## src/rtl/merge_logic_if.sv

```systemverilog
// -----------------------------------------------------------------------------
// merge_logic_if
//   Lane and output-stream signals of the two-lane merger.
//   Lane side : push_D0/push_D1 write strobes, data_in_D0/data_in_D1 words,
//               pause_D0/pause_D1 back-pressure returned to the lane sources.
//   Out side  : pop_out downstream ready, data_out merged word, valid_out.
//   Modports  : master = traffic source/sink around the merger,
//               slave  = the merger itself.
// -----------------------------------------------------------------------------
interface merge_logic_if;
  logic       push_D0;
  logic       push_D1;
  logic [5:0] data_in_D0;
  logic [5:0] data_in_D1;
  logic       pop_out;
  logic [5:0] data_out;
  logic       valid_out;
  logic       pause_D0;
  logic       pause_D1;

  modport master (
    output push_D0, push_D1, data_in_D0, data_in_D1, pop_out,
    input  data_out, valid_out, pause_D0, pause_D1
  );

  modport slave (
    input  push_D0, push_D1, data_in_D0, data_in_D1, pop_out,
    output data_out, valid_out, pause_D0, pause_D1
  );
endinterface

```

## src/rtl/merge_logic.sv

```systemverilog
// -----------------------------------------------------------------------------
// merge_logic
//   Merges two 6-bit lanes (D0, D1) into one registered output stream. Each
//   lane has an 8-entry FIFO; a five-state FSM (RESET, INIT, IDLE, ACTIVE,
//   ERROR) gates pushes and pops. The almost-full threshold is loaded from
//   umbral_Ds while in INIT with init=1.
//
// Ports
//   clk        : clock, all state updates on its rising edge
//   reset      : synchronous, active-high reset
//   init       : threshold-load request
//   umbral_Ds  : 4-bit almost-full threshold
//   bus        : merge_logic_if.slave (lane pushes, pause, pop/data/valid)
//   error_out, active_out, idle_out : FSM state flags
//   empty_out  : both lane FIFOs empty
//
// Configuration
//   RR_ARB_EN  : defined   -> round-robin between lanes when both hold data
//                undefined -> fixed priority, D0 first
// -----------------------------------------------------------------------------
module merge_logic (
  input  logic          clk,
  input  logic          reset,
  input  logic          init,
  input  logic [3:0]    umbral_Ds,
  merge_logic_if.slave  bus,
  output logic          error_out,
  output logic          active_out,
  output logic          idle_out,
  output logic          empty_out
);

  typedef enum logic [2:0] {
    ST_RESET,
    ST_INIT,
    ST_IDLE,
    ST_ACTIVE,
    ST_ERROR
  } state_t;

  localparam logic [3:0] DEPTH = 4'd8;

  state_t     state, state_next;

  logic [5:0] mem [2][8];
  logic [2:0] wr_ptr [2];
  logic [2:0] rd_ptr [2];
  logic [3:0] count  [2];

  logic [3:0] threshold;
  logic [5:0] data_q;
  logic       valid_q;

  logic [1:0] push_req;
  logic [5:0] data_in [2];
  logic [1:0] full;
  logic [1:0] nonempty;
  logic [1:0] wr;
  logic [1:0] pop;
  logic [1:0] ovf;
  logic       push_state;
  logic       pop_en;
  logic       sel;

`ifdef RR_ARB_EN
  logic       last_grant;
`endif

  assign push_req   = {bus.push_D1, bus.push_D0};
  assign data_in[0] = bus.data_in_D0;
  assign data_in[1] = bus.data_in_D1;
  assign push_state = (state == ST_IDLE) || (state == ST_ACTIVE);

  // Lane status, arbitration and push/pop qualification.
  // NOTE: every signal written in always_comb gets a default first so that no
  // path leaves it unassigned and a latch is never inferred.
  always_comb begin
    full     = '0;
    nonempty = '0;
    wr       = '0;
    pop      = '0;
    ovf      = '0;
    sel      = 1'b0;

    for (int i = 0; i < 2; i++) begin
      full[i]     = (count[i] == DEPTH);
      nonempty[i] = (count[i] != 4'd0);
    end

    pop_en = (state == ST_ACTIVE) && bus.pop_out && (|nonempty);

`ifdef RR_ARB_EN
    // Alternate only when both lanes compete; a lone lane is always served.
    if (nonempty[0] && nonempty[1]) sel = ~last_grant;
    else                            sel = ~nonempty[0];
`else
    sel = ~nonempty[0];
`endif

    for (int i = 0; i < 2; i++) begin
      pop[i] = pop_en && (sel == i[0]);
      // A full lane can still take a word when its head leaves this cycle.
      wr[i]  = push_state && push_req[i] && (!full[i] || pop[i]);
      ovf[i] = push_state && push_req[i] &&  full[i] && !pop[i];
    end
  end

  // FSM next state.
  always_comb begin
    state_next = state;
    case (state)
      ST_RESET:  state_next = ST_INIT;
      ST_INIT:   if (!init) state_next = ST_IDLE;
      ST_IDLE: begin
        if (|ovf)      state_next = ST_ERROR;
        else if (|wr)  state_next = ST_ACTIVE;
        else if (init) state_next = ST_INIT;
      end
      ST_ACTIVE: begin
        if (|ovf)                       state_next = ST_ERROR;
        else if (!(|nonempty) && !(|wr)) state_next = ST_IDLE;
      end
      ST_ERROR:  state_next = ST_ERROR;
      default:   state_next = ST_RESET;
    endcase
  end

  // NOTE: sequential state uses non-blocking assignments so every register
  // samples pre-edge values regardless of statement order.
  always_ff @(posedge clk) begin
    if (reset) state <= ST_RESET;
    else       state <= state_next;
  end

  // Pointers, counts, threshold and the output register.
  always_ff @(posedge clk) begin
    if (reset) begin
      for (int i = 0; i < 2; i++) begin
        wr_ptr[i] <= '0;
        rd_ptr[i] <= '0;
        count[i]  <= '0;
      end
      threshold <= 4'd6;
      data_q    <= '0;
      valid_q   <= 1'b0;
`ifdef RR_ARB_EN
      last_grant <= 1'b1;
`endif
    end else begin
      for (int i = 0; i < 2; i++) begin
        if (wr[i])  wr_ptr[i] <= wr_ptr[i] + 3'd1;
        if (pop[i]) rd_ptr[i] <= rd_ptr[i] + 3'd1;
        count[i] <= count[i] + {3'b000, wr[i]} - {3'b000, pop[i]};
      end
      if ((state == ST_INIT) && init) threshold <= umbral_Ds;
      valid_q <= pop_en;
      if (pop_en) data_q <= mem[sel][rd_ptr[sel]];
`ifdef RR_ARB_EN
      if (pop_en) last_grant <= sel;
`endif
    end
  end

  // NOTE: FIFO storage is deliberately not reset; the counts and pointers
  // define which entries are valid, so stale contents are never observed.
  always_ff @(posedge clk) begin
    for (int i = 0; i < 2; i++) begin
      if (wr[i]) mem[i][wr_ptr[i]] <= data_in[i];
    end
  end

  // A count at 8 pauses even when the threshold is 9..15.
  assign bus.pause_D0 = (count[0] >= threshold) || full[0];
  assign bus.pause_D1 = (count[1] >= threshold) || full[1];
  assign bus.data_out  = data_q;
  assign bus.valid_out = valid_q;

  assign error_out  = (state == ST_ERROR);
  assign active_out = (state == ST_ACTIVE);
  assign idle_out   = (state == ST_IDLE);
  assign empty_out  = !(|nonempty);

endmodule

```

## src/flat_wrapper.sv

```systemverilog
// flat-port wrapper written by rule: the top's interface ports become plain ports
module merge_logic_flat 
  (clk, reset, init, umbral_Ds, error_out, active_out, idle_out, empty_out, bus_push_D0, bus_push_D1, bus_data_in_D0, bus_data_in_D1, bus_pop_out, bus_data_out, bus_valid_out, bus_pause_D0, bus_pause_D1);
  merge_logic_if bus_i ();
  input  logic clk;
  input  logic reset;
  input  logic init;
  input  logic [3:0] umbral_Ds;
  output logic error_out;
  output logic active_out;
  output logic idle_out;
  output logic empty_out;
  input wire logic [$bits(bus_i.push_D0)-1:0] bus_push_D0;
  input wire logic [$bits(bus_i.push_D1)-1:0] bus_push_D1;
  input wire logic [$bits(bus_i.data_in_D0)-1:0] bus_data_in_D0;
  input wire logic [$bits(bus_i.data_in_D1)-1:0] bus_data_in_D1;
  input wire logic [$bits(bus_i.pop_out)-1:0] bus_pop_out;
  output wire logic [$bits(bus_i.data_out)-1:0] bus_data_out;
  output wire logic [$bits(bus_i.valid_out)-1:0] bus_valid_out;
  output wire logic [$bits(bus_i.pause_D0)-1:0] bus_pause_D0;
  output wire logic [$bits(bus_i.pause_D1)-1:0] bus_pause_D1;
  assign bus_i.push_D0 = bus_push_D0;
  assign bus_i.push_D1 = bus_push_D1;
  assign bus_i.data_in_D0 = bus_data_in_D0;
  assign bus_i.data_in_D1 = bus_data_in_D1;
  assign bus_i.pop_out = bus_pop_out;
  assign bus_data_out = bus_i.data_out;
  assign bus_valid_out = bus_i.valid_out;
  assign bus_pause_D0 = bus_i.pause_D0;
  assign bus_pause_D1 = bus_i.pause_D1;
  merge_logic u_core (.clk(clk), .reset(reset), .init(init), .umbral_Ds(umbral_Ds), .bus(bus_i), .error_out(error_out), .active_out(active_out), .idle_out(idle_out), .empty_out(empty_out));
endmodule
```

## config.mk

```make
export PLATFORM = sky130hd
export DESIGN_NAME = merge_logic_flat
export DESIGN_NICKNAME = d
export VERILOG_FILES = /design/src/rtl/merge_logic_if.sv /design/src/rtl/merge_logic.sv /design/src/flat_wrapper.sv
export SDC_FILE = /design/constraint.sdc
export NUM_CORES = 1
export LEC_CHECK = 0
export ABC_AREA = 1
export CORE_AREA = 3 3 131 133
export CTS_CLUSTER_DIAMETER = 150
export DETAILED_ROUTE_END_ITERATION = 6
export DIE_AREA = 0 0 134 136
export SLEW_MARGIN = 20
export SYNTH_ARGS = -nofsm -noshare
export SYNTH_HDL_FRONTEND = slang
export SYNTH_SLANG_ARGS = --single-unit
```

## constraint.sdc

```tcl
create_clock -name clk -period 4.36 [get_ports clk]
set_input_delay 1.09 -clock clk [delete_from_list [all_inputs] [get_ports clk]]
set_output_delay 1.09 -clock clk [all_outputs]
set_load 0.005 [all_outputs]
```

After elaboration in Yosys (flattened, before gate mapping)
Memories as Yosys holds them, arrays and structs flattened.
Index checks and enable logic that the tools add are counted.

storage, ports and cells
  RAM bits = 116
  input port bits = 22
  memories kept = 4
  bits in registers = 14

memories
  name           words  width  rd ports  clocked after Yosys merged registers in  write ports  RTL line           source
  u_core.mem     2      48     1         0                                        2            merge_logic.sv:45  logic [5:0] mem [2][8];
  u_core.count   2      4      2         0                                        2            merge_logic.sv:48  logic [3:0] count [2];
  u_core.rd_ptr  2      3      3         0                                        2            merge_logic.sv:47  logic [2:0] rd_ptr [2];
  u_core.wr_ptr  2      3      2         0                                        2            merge_logic.sv:46  logic [2:0] wr_ptr [2];

cells by class
  $lt $le $gt $ge = 7
  $add $sub $neg = 8
  reductions and logical operators = 34
  bitwise gates (word level) = 10
  multiplexer cells = 37
  equality and inequality tests = 9

operators by type and width
  cell                   number
  $mux W48               2
  $demux W6 S3           2
  $mux W3                10
  $mux W6                4
  $bmux W6 S3            1
  $logic_and A1 B1 Y1    16
  $mux W1                15
  $pmux W3 S5            1
  $add A3 B1 Y3 const B  4
  $ge A4 B4 Y1 const B   3
  $not A3 Y4             3
  $add A4 B1 Y4          2
  $eq A4 B4 Y1 const B   2
  $ge A4 B4 Y1           2
  $lt A4 B1 Y1 const B   2
  $mux W4                2
  $reduce_bool A4 Y1     2
  $sub A4 B1 Y4          2
  $eq A3 B2 Y1 const B   2
  $logic_not A1 Y1       6
  $or A1 B1 Y1           6
  $reduce_or A2 Y1       3
  $logic_or A1 B1 Y1     5
  $ne A4 B2 Y1 const B   1
  7 further kinds        7

Depth between registers and ports, before layout
Gate-level depths: netlist of the first run.

  depth in word-level cells = 12
  gate-level depth with buffers = 14
  mapped depth without buffers = 14

Worst setup path after synthesis of the first run
Ideal clock, no wire load.

  path type = input to register
  start = in bus_pop_out
  end = mem u_core.count[1][2] (netlist: u_core.count[0][6])
  slack = 1.861 ns
  arrival time = 2.385 ns
  path buffers = 0
  stages on the path = 11
  path through = inv_1 -> nor2_1 -> nand3_2 -> inv_1 -> ha_1 -> inv_1 -> ha_1 -> inv_1 -> fa_1 -> xor2_1 -> nor2_1

RTL lines
  item             RTL line            source
  start, declared  flat_wrapper.sv:17  input wire logic [$bits(bus_i.pop_out)-1:0] bus_pop_out;
  end, declared    merge_logic.sv:48

==> metrics.yaml, run 1 <==
outcome:
  status: "complete, no violations"
flow_run:
  maxCapViolations: 0
cells_and_area:
  diodes: 0
  final_cell_count_no_fill: 839
  final_layout_size_suffix_gt1_share_pct: 7.87
  final_nets: 658
  fin_util_pct: 43.9
  area_growth_pct: 17.5
  fillers: 1514
routing:
  final_antenna_net_count: 0
  drt_iter0_markers: 373
  wl_per_cell_um: 16.5
  vias: 4068
  vias_per_cell: 4.85
  drt-total-wl_um: 13800
  firstDrtPassIters: 5
  drc: 0
sta:
  finalSetupViolations: 0
  whs_ns: 0.524
  fin_setup_tns_ns: 0
  finalCritPeriodShare_pct: 72.8
  period_needed_ns: 3.17
  slew_viol_final: 0
  hold_violations: 0
  rsz0062_at_grt: "false"
  slew_headroom_pct: 57.1
  tightest_slew_ns: 0.642
  fmax_mhz: 315
  skew_ns: 0.00736
yosys:
  synth_edf_count: 108
  syn_inst: 574
  ys_ff_latch: 130
  syn_area_per_cell_um2: 10.4
  syn_area_um2: 5950
  yosys.area.top_type: "edfxtp_1"
  async_reset_ff_share_pct: 0
  ys_top_cells_by_area: "edfxtp_1, nand2_1, nand3_1"
  synth_ff_type: "edfxtp_1"
  synth_fp_nets: 622
  synth_most_common_cell: "nand2_1"
  synth.top_cell.area_share_pct: 54.5
  seq_area_frac_synth_pct: 61.9
  yosysWarnings: 0
  ys_types: 33
  synth_common_cells: "nand2_1, edfxtp_1, nand3_1, nor2_1, inv_1"
worst_hold_path:
  hp-class: "flop to flop"
clock_network:
  hold_buffers: 0
  clock_latency_ns: 0.41
  post_cts_buffers: 0
  cts_tree: "done"
  cts_resized: 0
  path_clk_slew_ns: 0.05
  ctsLongestPathBuffers: 2
  htreeDepth: 4
  root_buffer: "clkbuf_16"
  cts_buffers: 17
  clock_sinks: 130
place:
  io_buffers: 34
  dp.cells: 807
  hpwlAfterDp_um: 10000
  gp_congestion: 0.980
grt:
  grt_pass1_vias: 4151
  overflow: 0
  antenna_found_initial: 0
  groute.usage.overall_pct: 16.0
  grt_max_degree: 56
  grt_pass1_wl_um: 21800
critical_path:
  worst-path-buf-inv: 1
  cp-start-kind: "flop"
  crit_path_end_kind: "output port"
  cpMaxStageDelayCell: "dfxtp_1"
  required_ns: 3.27
  path_delay_family: "flip-flops"
  path_max_fanout: 5
  path_class: "flop to output port"
  max_stage_delay_ns: 0.45
  arrival_ns: 2.08
  cp_cell_sequence: "ha_1 -> a21boi_0 -> o21a_1 -> o21ai_0 -> nand2_1 -> clkdlybuf4s50_1"
power_and_ir_drop:
  p_total_mw: 4.61
  leakage_nw: 2.75
  irDropWorstVdd_mv: 0.451
  p_per_area_nw_per_um2: 659
die:
  dieArea_um2: 18200
  io_pins: 35
  die_y_um: 136
  core_area_um2: 15900
  num_rows: 46
  die_w_um: 134
  start_util_pct: 37.3
[worst reg2reg max path, cell delays in order (launching register included)]
cell	delay (ns)
dfxtp_1	0.33
inv_1	0.08
ha_1	0.21
nand2_2	0.14
buf_4	0.49
nand2_1	0.13
o21ai_2	0.28
inv_2	0.25
nand3_1	0.16
nand3_1	0.16
nand2_1	0.16
a21oi_1	0.08
[cell families after synthesis]
family	Yosys count	synth area share [%]
buffers and inverters	73	5.72
flip-flops	130	61.9
AND/OR/NAND/NOR	305	22.2
AO/OA/AOI/OAI	34	3.63
adder cells (fa/ha/maj)	26	5.72
XOR/XNOR	6	0.883
[routing by layer]
layer  wire, um  track usage, %
met5          0               0
met4        165            5.14
met3        664            3.33
met2       6950            27.8
met1       6060            20.0
[where the power goes]
| group | internal (mW) | leakage [nW] | switching (mW) | total, mW |
|---|---|---|---|---|
| sequential | 1.44 | 1.17 | 0.0599 | 1.50 |
| clock | 0.828 | 0.277 | 0.496 | 1.32 |
| combinational | 0.567 | 1.31 | 1.22 | 1.79 |
[final cells by class]
class / count / area [um^2] / area share [%]
Sequential cell: 130 / 3680 / 52.6
Multi-Input combinational cell: 371 / 1930 / 27.6
Clock buffer: 19 / 433 / 6.19
Timing Repair Buffer: 37 / 363 / 5.19
Tap cell: 216 / 270 / 3.86
Inverter: 53 / 199 / 2.84
Clock inverter: 13 / 119 / 1.70
[metrics by stage]
step | worst slack [ns] | cell area (um^2)
4_1_cts | 1.16 | 7000
2_1_floorplan | 1.86 | 5950
3_5_place_dp | 1.19 | 6450
5_1_grt | 1.01 | 7000
3_3_place_gp | 1.24 | 6450
6_report | 1.19 | 7000
[worst paths after layout]
check	endpoint	slack, ns	cells after the start	from
min reg2reg	u_core.threshold[3]	0.52	2	u_core.threshold[3]
max reg2reg	u_core.bus.data_out[5]	1.78	11	u_core.count[0][2]
min	u_core.threshold[3]	0.52	2	u_core.threshold[3]
max	bus_pause_D0	1.19	6	u_core.count[0][1]
[state kept, by name, indices dropped and copies added, names as in the netlist]
register              count
u_core.bus.valid_out      1
u_core.rd_ptr             6
u_core.count              8
u_core.bus.data_out       6
u_core.mem               96
u_core.threshold          4
u_core.state              3
u_core.wr_ptr             6
[cells in the final DEF, fill, tap and decap left out, types with 2 or more instances in the layout]
master,Yosys,layout
a211oi_1,2,2
a21boi_0,2,2
a21oi_1,10,10
buf_4,5,3
bufinv_16,0,2
clkbuf_1,1,2
clkbuf_16,0,17
clkdlybuf4s50_1,0,34
clkinv_1,0,3
clkinv_2,0,6
clkinv_4,0,2
dfxtp_1,22,22
edfxtp_1,108,108
fa_1,2,2
ha_1,24,24
inv_1,50,50
inv_2,3,3
nand2_1,146,146
nand2_2,5,5
nand3_1,91,91
nand3_2,3,3
nor2_1,51,51
nor2_2,2,2
o211ai_1,2,2
o21a_1,2,2
o21ai_0,13,13
o21ai_4,2,2
or2_1,2,2
xnor2_1,4,4
xor2_1,2,2
Note: power is estimated with default switching activity, not from simulation.
==> inputs of run 2 (changes only) <==
==> constraint.sdc (replaced) <==
create_clock -name clk -period 2.9 [get_ports clk]
set_input_delay 0.725 -clock clk [delete_from_list [all_inputs] [get_ports clk]]
set_output_delay 0.725 -clock clk [all_outputs]
set_load 0.005 [all_outputs]
==> run 2 against run 1 <==
Compared with the run above:
- combinational power up 53%
- non-clock buffer count up 14
- utilization up 0.86 points
- clock power up 59%
- total power up 54%
- clock skew down 0.0019 ns
- register-to-register slack worse by 1.5 ns
- hold slack worse by 0.0058 ns
- die area unchanged
- sequential share of layout area down 0.97 points
==> metrics.yaml, run 2 (synthesis results as in run 1) <==
outcome:
  status: "complete, no violations"  # unchanged
cells_and_area:
  fin_area_um2: 7130  # was 7000 um^2
  diodes: 0  # unchanged
  final_cell_count_no_fill: 853  # was 839
  fin_util_pct: 44.7  # was 43.9%
  layout_commonest_cell: "nand2_1"  # unchanged
  area_growth_pct: 19.8  # was 17.5%
  fillers: 1507  # was 1514
  final_layout_size_suffix_gt1_share_pct: 9.89  # was 7.87%
  final_nets: 672  # was 658
  largest_register_ffs: 96  # unchanged
  most-common-layout-cells: "nand2_1, edfxtp_1, nand3_1, nor2_1, inv_1"  # unchanged
sta:
  finalCritPeriodShare_pct: 94.0
  fin_setup_tns_ns: 0  # unchanged
  slew_viol_final: 0  # unchanged
  slew_headroom_pct: 58.2  # was 57.1%
  fmax_mhz: 367
  tightest_slew_ns: 0.625  # was 0.642 ns
  period_needed_ns: 2.72
  whs_ns: 0.518  # was 0.524 ns
  worst_slack_ns: 0.175  # was 1.19 ns
  finalSetupViolations: 0  # unchanged
  skew_ns: 0.00545  # was 0.00736 ns
  hold_violations: 0  # unchanged
  rsz0062_at_grt: "false"  # unchanged
critical_path:
  path_max_fanout: 11  # was 5
  path_class: "flop to output port"  # unchanged
  arrival_ns: 2.00  # was 2.08 ns
  ff2ff_path_depth: 12  # was 11
  cp-start-kind: "flop"  # unchanged
  required_ns: 2.17  # was 3.27 ns
  crit_path_end_kind: "output port"  # unchanged
clock_network:
  clock_latency_ns: 0.41  # about the same
  htreeDepth: 4  # unchanged
  hold_buffers: 0  # unchanged
  cts_tree: "done"  # unchanged
  cts_buffers: 17  # unchanged
  root_buffer: "clkbuf_16"  # unchanged
  path_clk_slew_ns: 0.05  # about the same
  clock_sinks: 130  # unchanged
  ctsLongestPathBuffers: 2  # unchanged
power_and_ir_drop:
  irDropWorstVdd_mv: 0.677  # was 0.451 mV
  leakage_nw: 2.86  # was 2.75 nW
  p_total_mw: 7.09  # was 4.61 mW
  p_per_area_nw_per_um2: 994  # was 659 nW/um^2
routing:
  drt_iter0_markers: 418  # was 373
  firstDrtPassIters: 5  # unchanged
  drc: 0  # unchanged
  vias: 4174  # was 4068
  final_antenna_net_count: 0  # unchanged
  vias_per_cell: 4.89  # was 4.85
  drt-total-wl_um: 13900  # was 13800 um
  wl_per_cell_um: 16.3  # was 16.5 um
place:
  place_ws_ns: 0.0739  # was 1.19 ns
  placement.cell_area_um2: 6550  # was 6450 um^2
  io_buffers: 34  # unchanged
  hpwlAfterDp_um: 10100  # was 10000 um
  dp.cells: 821  # was 807
  gp_congestion: 0.874  # was 0.980
grt:
  grt_max_degree: 50  # was 56
  grt_pass1_wl_um: 22200  # was 21800 um
  overflow: 0  # unchanged
  grt_pass1_vias: 4266  # was 4151
  groute.usage.overall_pct: 16.2  # was 16.0%
  antenna_found_initial: 0  # unchanged
die:
  dieArea_um2: 18200  # unchanged
  core_area_um2: 15900  # unchanged
  die_w_um: 134  # unchanged
  io_pins: 35  # unchanged
  die_y_um: 136  # unchanged
  num_rows: 46  # unchanged
  start_util_pct: 37.3  # unchanged
worst_hold_path:
  holdPathStages: 2  # unchanged
  hp-class: "flop to flop"  # unchanged
flow_run:
  maxCapViolations: 0  # unchanged
run 2: cell count changes in the layout (fill, tap and decap cells not counted):
cell             delta
dlymetal6s2s_1      +2
bufinv_16           +1
dfxtp_1             -2
clkinv_4            -1
clkdlybuf4s50_1     -2
clkinvlp_4          +2
buf_4              +14
clkinv_1            +2
dfxtp_2             +2
clkinv_2            -4
run 2: path summary, 6_finish.rpt:
| kind | startpoint | end | slack, ns |
|---|---|---|---|
| max | u_core.count[0][2] | empty_out | 0.18 |
| min | u_core.threshold[3] | u_core.threshold[3] | 0.52 |
| max reg2reg | u_core.count[0][2] | u_core.bus.data_out[1] | 0.28 |
| min reg2reg | u_core.threshold[3] | u_core.threshold[3] | 0.52 |
run 2: timing repair:
item,4_1_cts,5_1_grt
setup endpoints to repair,0,2
resized for setup,0,4
setup buffers,0,0
run 2: per-layer routing:
layer	global-route usage [%]	vias to the layer above	share of wire [%]
met5	0	-	0
met4	7.14	0	2.1
met3	3.44	23	5.3
met2	27.2	136	49
met1	20.2	1977	43
li1	-	2038	-
run 2: power by group:
part | switching [mW] | internal (mW)
clock | 0.763 | 1.33
combinational | 1.88 | 0.855
sequential | 0.0901 | 2.16
total | 2.74 | 4.35
run 2: critical path, stage by stage, from the launching register on:
cell	delay (ns)
dfxtp_1	0.32
inv_1	0.11
ha_1	0.17
nand2_2	0.21
nor2_2	0.24
clkdlybuf4s50_1	0.54
run 2: area by class of cell:
class	instances	area (um^2)	share of cell area, %
timing repair buffer	51	473	6.63
clock buffer	19	433	6.07
clock inverter	13	143	2.00
inverter	53	199	2.79
sequential	130	3690	51.7
multi-input combinational	371	1930	27.1
tap	216	270	3.79
==> edit 1: new RTL, flow settings as in run 1 <==
Register the output `error_out`, without a reset; this adds one clock of latency there. The other outputs are not delayed to match.
--- a/src/rtl/merge_logic.sv
+++ b/src/rtl/merge_logic.sv
@@ -176,5 +176,7 @@
   assign bus.valid_out = valid_q;
 
-  assign error_out  = (state == ST_ERROR);
+  always_ff @(posedge clk) begin
+    error_out <= (state == ST_ERROR);
+  end
   assign active_out = (state == ST_ACTIVE);
   assign idle_out   = (state == ST_IDLE);
Behaviour: same outputs for any inputs over 10 cycles, from zero or initial values and one cycle with reset high; that may be too few to reach the edited logic, so the function may still have changed.
==> edit 1 against run 1 <==
Routed wire length rose by 3.9%; worst setup slack got worse by 25 ps; sequential power barely moved; synthesized cell count rose by 0.52%; area after synthesis rose by 0.34%; largest cell class unchanged; clock power rose by 14%; total power fell by 2.5%; sequential cell count rose by 1; sequential share of layout area fell by 0.32 points; design area rose by 1.2%; critical endpoint unchanged; critical path type unchanged; non-clock buffer count fell by 1.
==> edit 1: results <==
metrics = {
    "routing": {
        "highest_layer": "met4",
        "route.met2.wl_um": 7000,
        "first_pass_iters": 5,
        "viasPerCell": 4.99,
        "routedWlPerCell_um": 17.1,
        "routed-via-count": 4184,
        "met1Wirelength_um": 6130,
        "drtIter0Drc": 273,
        "route.met3.wl_um": 824,
    },
    "logic_synthesis": {
        "synthAdderAreaFrac_pct": 5.70,
        "synth_edf_count": 108,
        "synth.area.mux_share_pct": 0,
        "synthDistinctLibCells": 32,
        "synth_xor_area_share_pct": 0.880,
        "synthTopCellsByCount": "148 x nand2_1, 108 x edfxtp_1, 92 x nand3_1",
        "syn_nets": 625,
        "yosys-top-cells-area": "edfxtp_1 54%, nand2_1 9.3%, dfxtp_1 7.7%, nand3_1 7.7%, ha_1 5.0%",
        "synth_compound_area_share_pct": 3.62,
        "syn_area_per_cell_sq_um": 10.4,
        "yosysSeqAreaShare_pct": 62.0,
        "syn_area_sq_mm": 0.00597,
    },
    "worst_setup_path": {
        "crit_slowest_cell": "clkdlybuf4s50_1",
        "r2r_slack_ps": 1530,
        "reg2reg_depth": 13,
        "cp.arrival_ps": 2110,
        "crit_path_max_incr_delay_ps": 480,
        "r2r-start": "u_core.count[0][2]",
        "critPathCapture": "bus_pause_D0",
        "critPathTopFamily": "buffers and inverters",
        "r2r_end": "u_core.bus.data_out[0]",
    },
    "global_route": {
        "grt_max_degree": 58,
        "grt_pass1_wl_um": 22200,
        "antenna_found_initial": 0,
        "gr-usage-met2_pct": 27.7,
        "gr-usage-met3_pct": 4.11,
        "use_met1_pct": 20.1,
        "grt_usage_pct": 16.6,
        "grt_pass1_vias": 4199,
    },
    "timing": {
        "final.setup_skew_ps": 7.71,
        "fin_crit_sh_pct": 73.3,
        "timing.hold.ws_ps": 531,
        "worst_pin_slew_ps": 660,
    },
    "place": {
        "place_ws_ps": 1120,
        "place_area_sq_mm": 0.00646,
        "dp_hpwl_um": 10500,
        "numPortBuffers": 34,
        "dp_cells": 809,
        "gp_congestion": 0.860,
    },
    "final_layout": {
        "drive_gt1_share_pct": 7.70,
        "num_antenna_cells": 0,
        "final_nets": 660,
    },
    "clock_network": {
        "cts_max_path_buffers": 2,
        "cts_inserted_buffers": 17,
        "worstSkewPairLatency_ps": 420,
    },
    "status": {
        "outcome": "finished clean",
    },
    "power_and_ir_drop": {
        "switching_share_pct": 35.2,
        "leakagePower_nw": 2.78,
        "vdd_drop_max_mv": 0.443,
    },
    "hold_path": {
        "hold_depth": 2,
    },
}
edit 1: cell count changes after synthesis:
cell,run 1,this run
dfxtp_1,22,23
inv_1,50,49
nand3_1,91,92
nor3_1,1,0
inv_2,3,4
nor2_1,51,53
buf_4,5,4
nand2_2,5,3
buf_2,8,9
nand2_1,146,148
edit 1: power by group through the flow:
| stage | Clock (mW) | Sequential, mW | Combinational, mW |
|---|---|---|---|
| 2_1_floorplan | 0 | 1.51 | 1.09 |
| 3_3_place_gp | 0 | 1.53 | 1.47 |
| 3_5_place_dp | 0 | 1.53 | 1.48 |
| 4_1_cts | 1.54 | 1.50 | 1.49 |
| 5_1_grt | 1.59 | 1.51 | 1.66 |
| 6_report | 1.50 | 1.50 | 1.49 |
edit 1: layout make-up:
type | instances | area [sq um]
inverter | 53 | 199
tap | 216 | 270
clock inverter | 12 | 189
multi-input combinational | 373 | 1930
fill | 1538 | 8860
timing repair buffer | 36 | 355
sequential | 131 | 3700
clock buffer | 18 | 429
==> edit 2: new RTL, settings of run 1 <==
Made on the original files. Add a define of `RR_ARB_EN`.
--- a/src/rtl/merge_logic.sv
+++ b/src/rtl/merge_logic.sv
@@ -19,4 +19,6 @@
 //                undefined -> fixed priority, D0 first
 // -----------------------------------------------------------------------------
+`define RR_ARB_EN
+
 module merge_logic (
   input  logic          clk,
Check against the original RTL: not equivalent (a bounded check fails within 10 cycles, from zero or initial values and one cycle with reset high).
==> edit 2 against run 1 <==
Combinational power is 6% higher; design area is 4.3% higher; total power is 5.0% higher; critical path depth is 1 lower; area after synthesis is 4.4% higher; via count is 9.2% higher; routed wire length is 6.4% higher; worst setup slack worse by 340 ps; sequential cell count is 1 higher; largest cell class unchanged.
==> edit 2: results <==
metrics = {
    "power_and_ir_drop": {
        "pwr_density_cell_mw_per_mm2": 663,
        "vdd_drop_max_mv": 0.304,
        "leakagePower_nw": 3.02,
    },
    "logic_synthesis": {
        "yosysSeqAreaShare_pct": 59.6,
        "synthTopCellsByCount": "205 x nand2_1, 108 x edfxtp_1, 86 x nand3_1",
        "ys_async_sr_fraction_pct": 0,
        "syn_nets": 683,
        "yosys-top-cells-area": "edfxtp_1 52%, nand2_1 12%, dfxtp_1 7.4%, nand3_1 6.9%, ha_1 4.8%",
        "synthDistinctLibCells": 32,
    },
    "final_layout": {
        "num_antenna_cells": 0,
        "drive_gt1_share_pct": 8.69,
        "n_fill_cell": 1519,
        "final_nets": 715,
    },
    "worst_setup_path": {
        "worstSetupStartpoint": "u_core.count[0][2]",
        "crit_path_max_fanout": 46,
        "cp.arrival_ps": 2430,
        "critPathTopFamily": "simple AND/OR/NAND/NOR gates",
        "r2r_slack_ps": 1280,
        "critPathCapture": "empty_out",
        "reg2reg_depth": 13,
        "r2r_end": "u_core.bus.data_out[0]",
        "crit_slowest_cell": "clkdlybuf4s50_1",
        "crit_path_max_incr_delay_ps": 570,
    },
    "status": {
        "outcome": "finished clean",
    },
    "place": {
        "place_area_sq_mm": 0.00670,
        "gp_congestion": 0.849,
        "dp_hpwl_um": 10700,
    },
    "clock_network": {
        "worstSkewPairLatency_ps": 410,
    },
    "global_route": {
        "gr-usage-met3_pct": 3.29,
        "grt_usage_pct": 17.2,
        "grt_pass1_wl_um": 23700,
        "gr-usage-met2_pct": 26.2,
        "grt_max_degree": 55,
        "use_met1_pct": 23.9,
    },
    "timing": {
        "worst_pin_slew_ps": 563,
        "final.setup_skew_ps": 4.39,
    },
    "routing": {
        "met1Wirelength_um": 6820,
        "routed_wirelength_um": 14700,
        "routed-via-count": 4443,
        "route.met2.wl_um": 6650,
        "drtIter0Drc": 541,
        "route.met3.wl_um": 920,
    },
    "hold_path": {
        "hp-start": "u_core.bus.data_out[2]",
        "hold_end": "u_core.bus.data_out[2]",
    },
}
-- edit 2: area by class of cell --
class | count | area share [%]
flip-flops and latches | 131 | 50.7
multi-input cells | 426 | 29.7
repair buffers | 36 | 4.87
clock inverters | 12 | 2.25
inverters | 55 | 2.83
clock buffers | 19 | 5.93
well taps | 216 | 3.70
-- edit 2: power by group --
part,internal (mW),switching (mW)
sequential,1.45,0.0572
combinational,0.601,1.29
clock,0.944,0.499
-- edit 2: cells by family (layout without fill, tap and decap cells) --
group,Yosys count,in the layout,synth area share [%]
AO/OA/AOI/OAI,29,29,3.06
XOR/XNOR,6,6,0.846
adder cells (fa/ha/maj),26,26,5.48
buffers and inverters,78,122,5.52
flip-flops,131,131,59.6
AND/OR/NAND/NOR,365,365,25.5
-- edit 2: through the flow --
step / cells / setup WS, ps / hold WS, ps
finish: 895 / 843 / 469
global route: 895 / 695 / 487
CTS: 895 / 800 / 473
detailed placement: 864 / 834 / 465
global placement: 864 / 997 / 462
floorplan: 635 / 1770 / 455
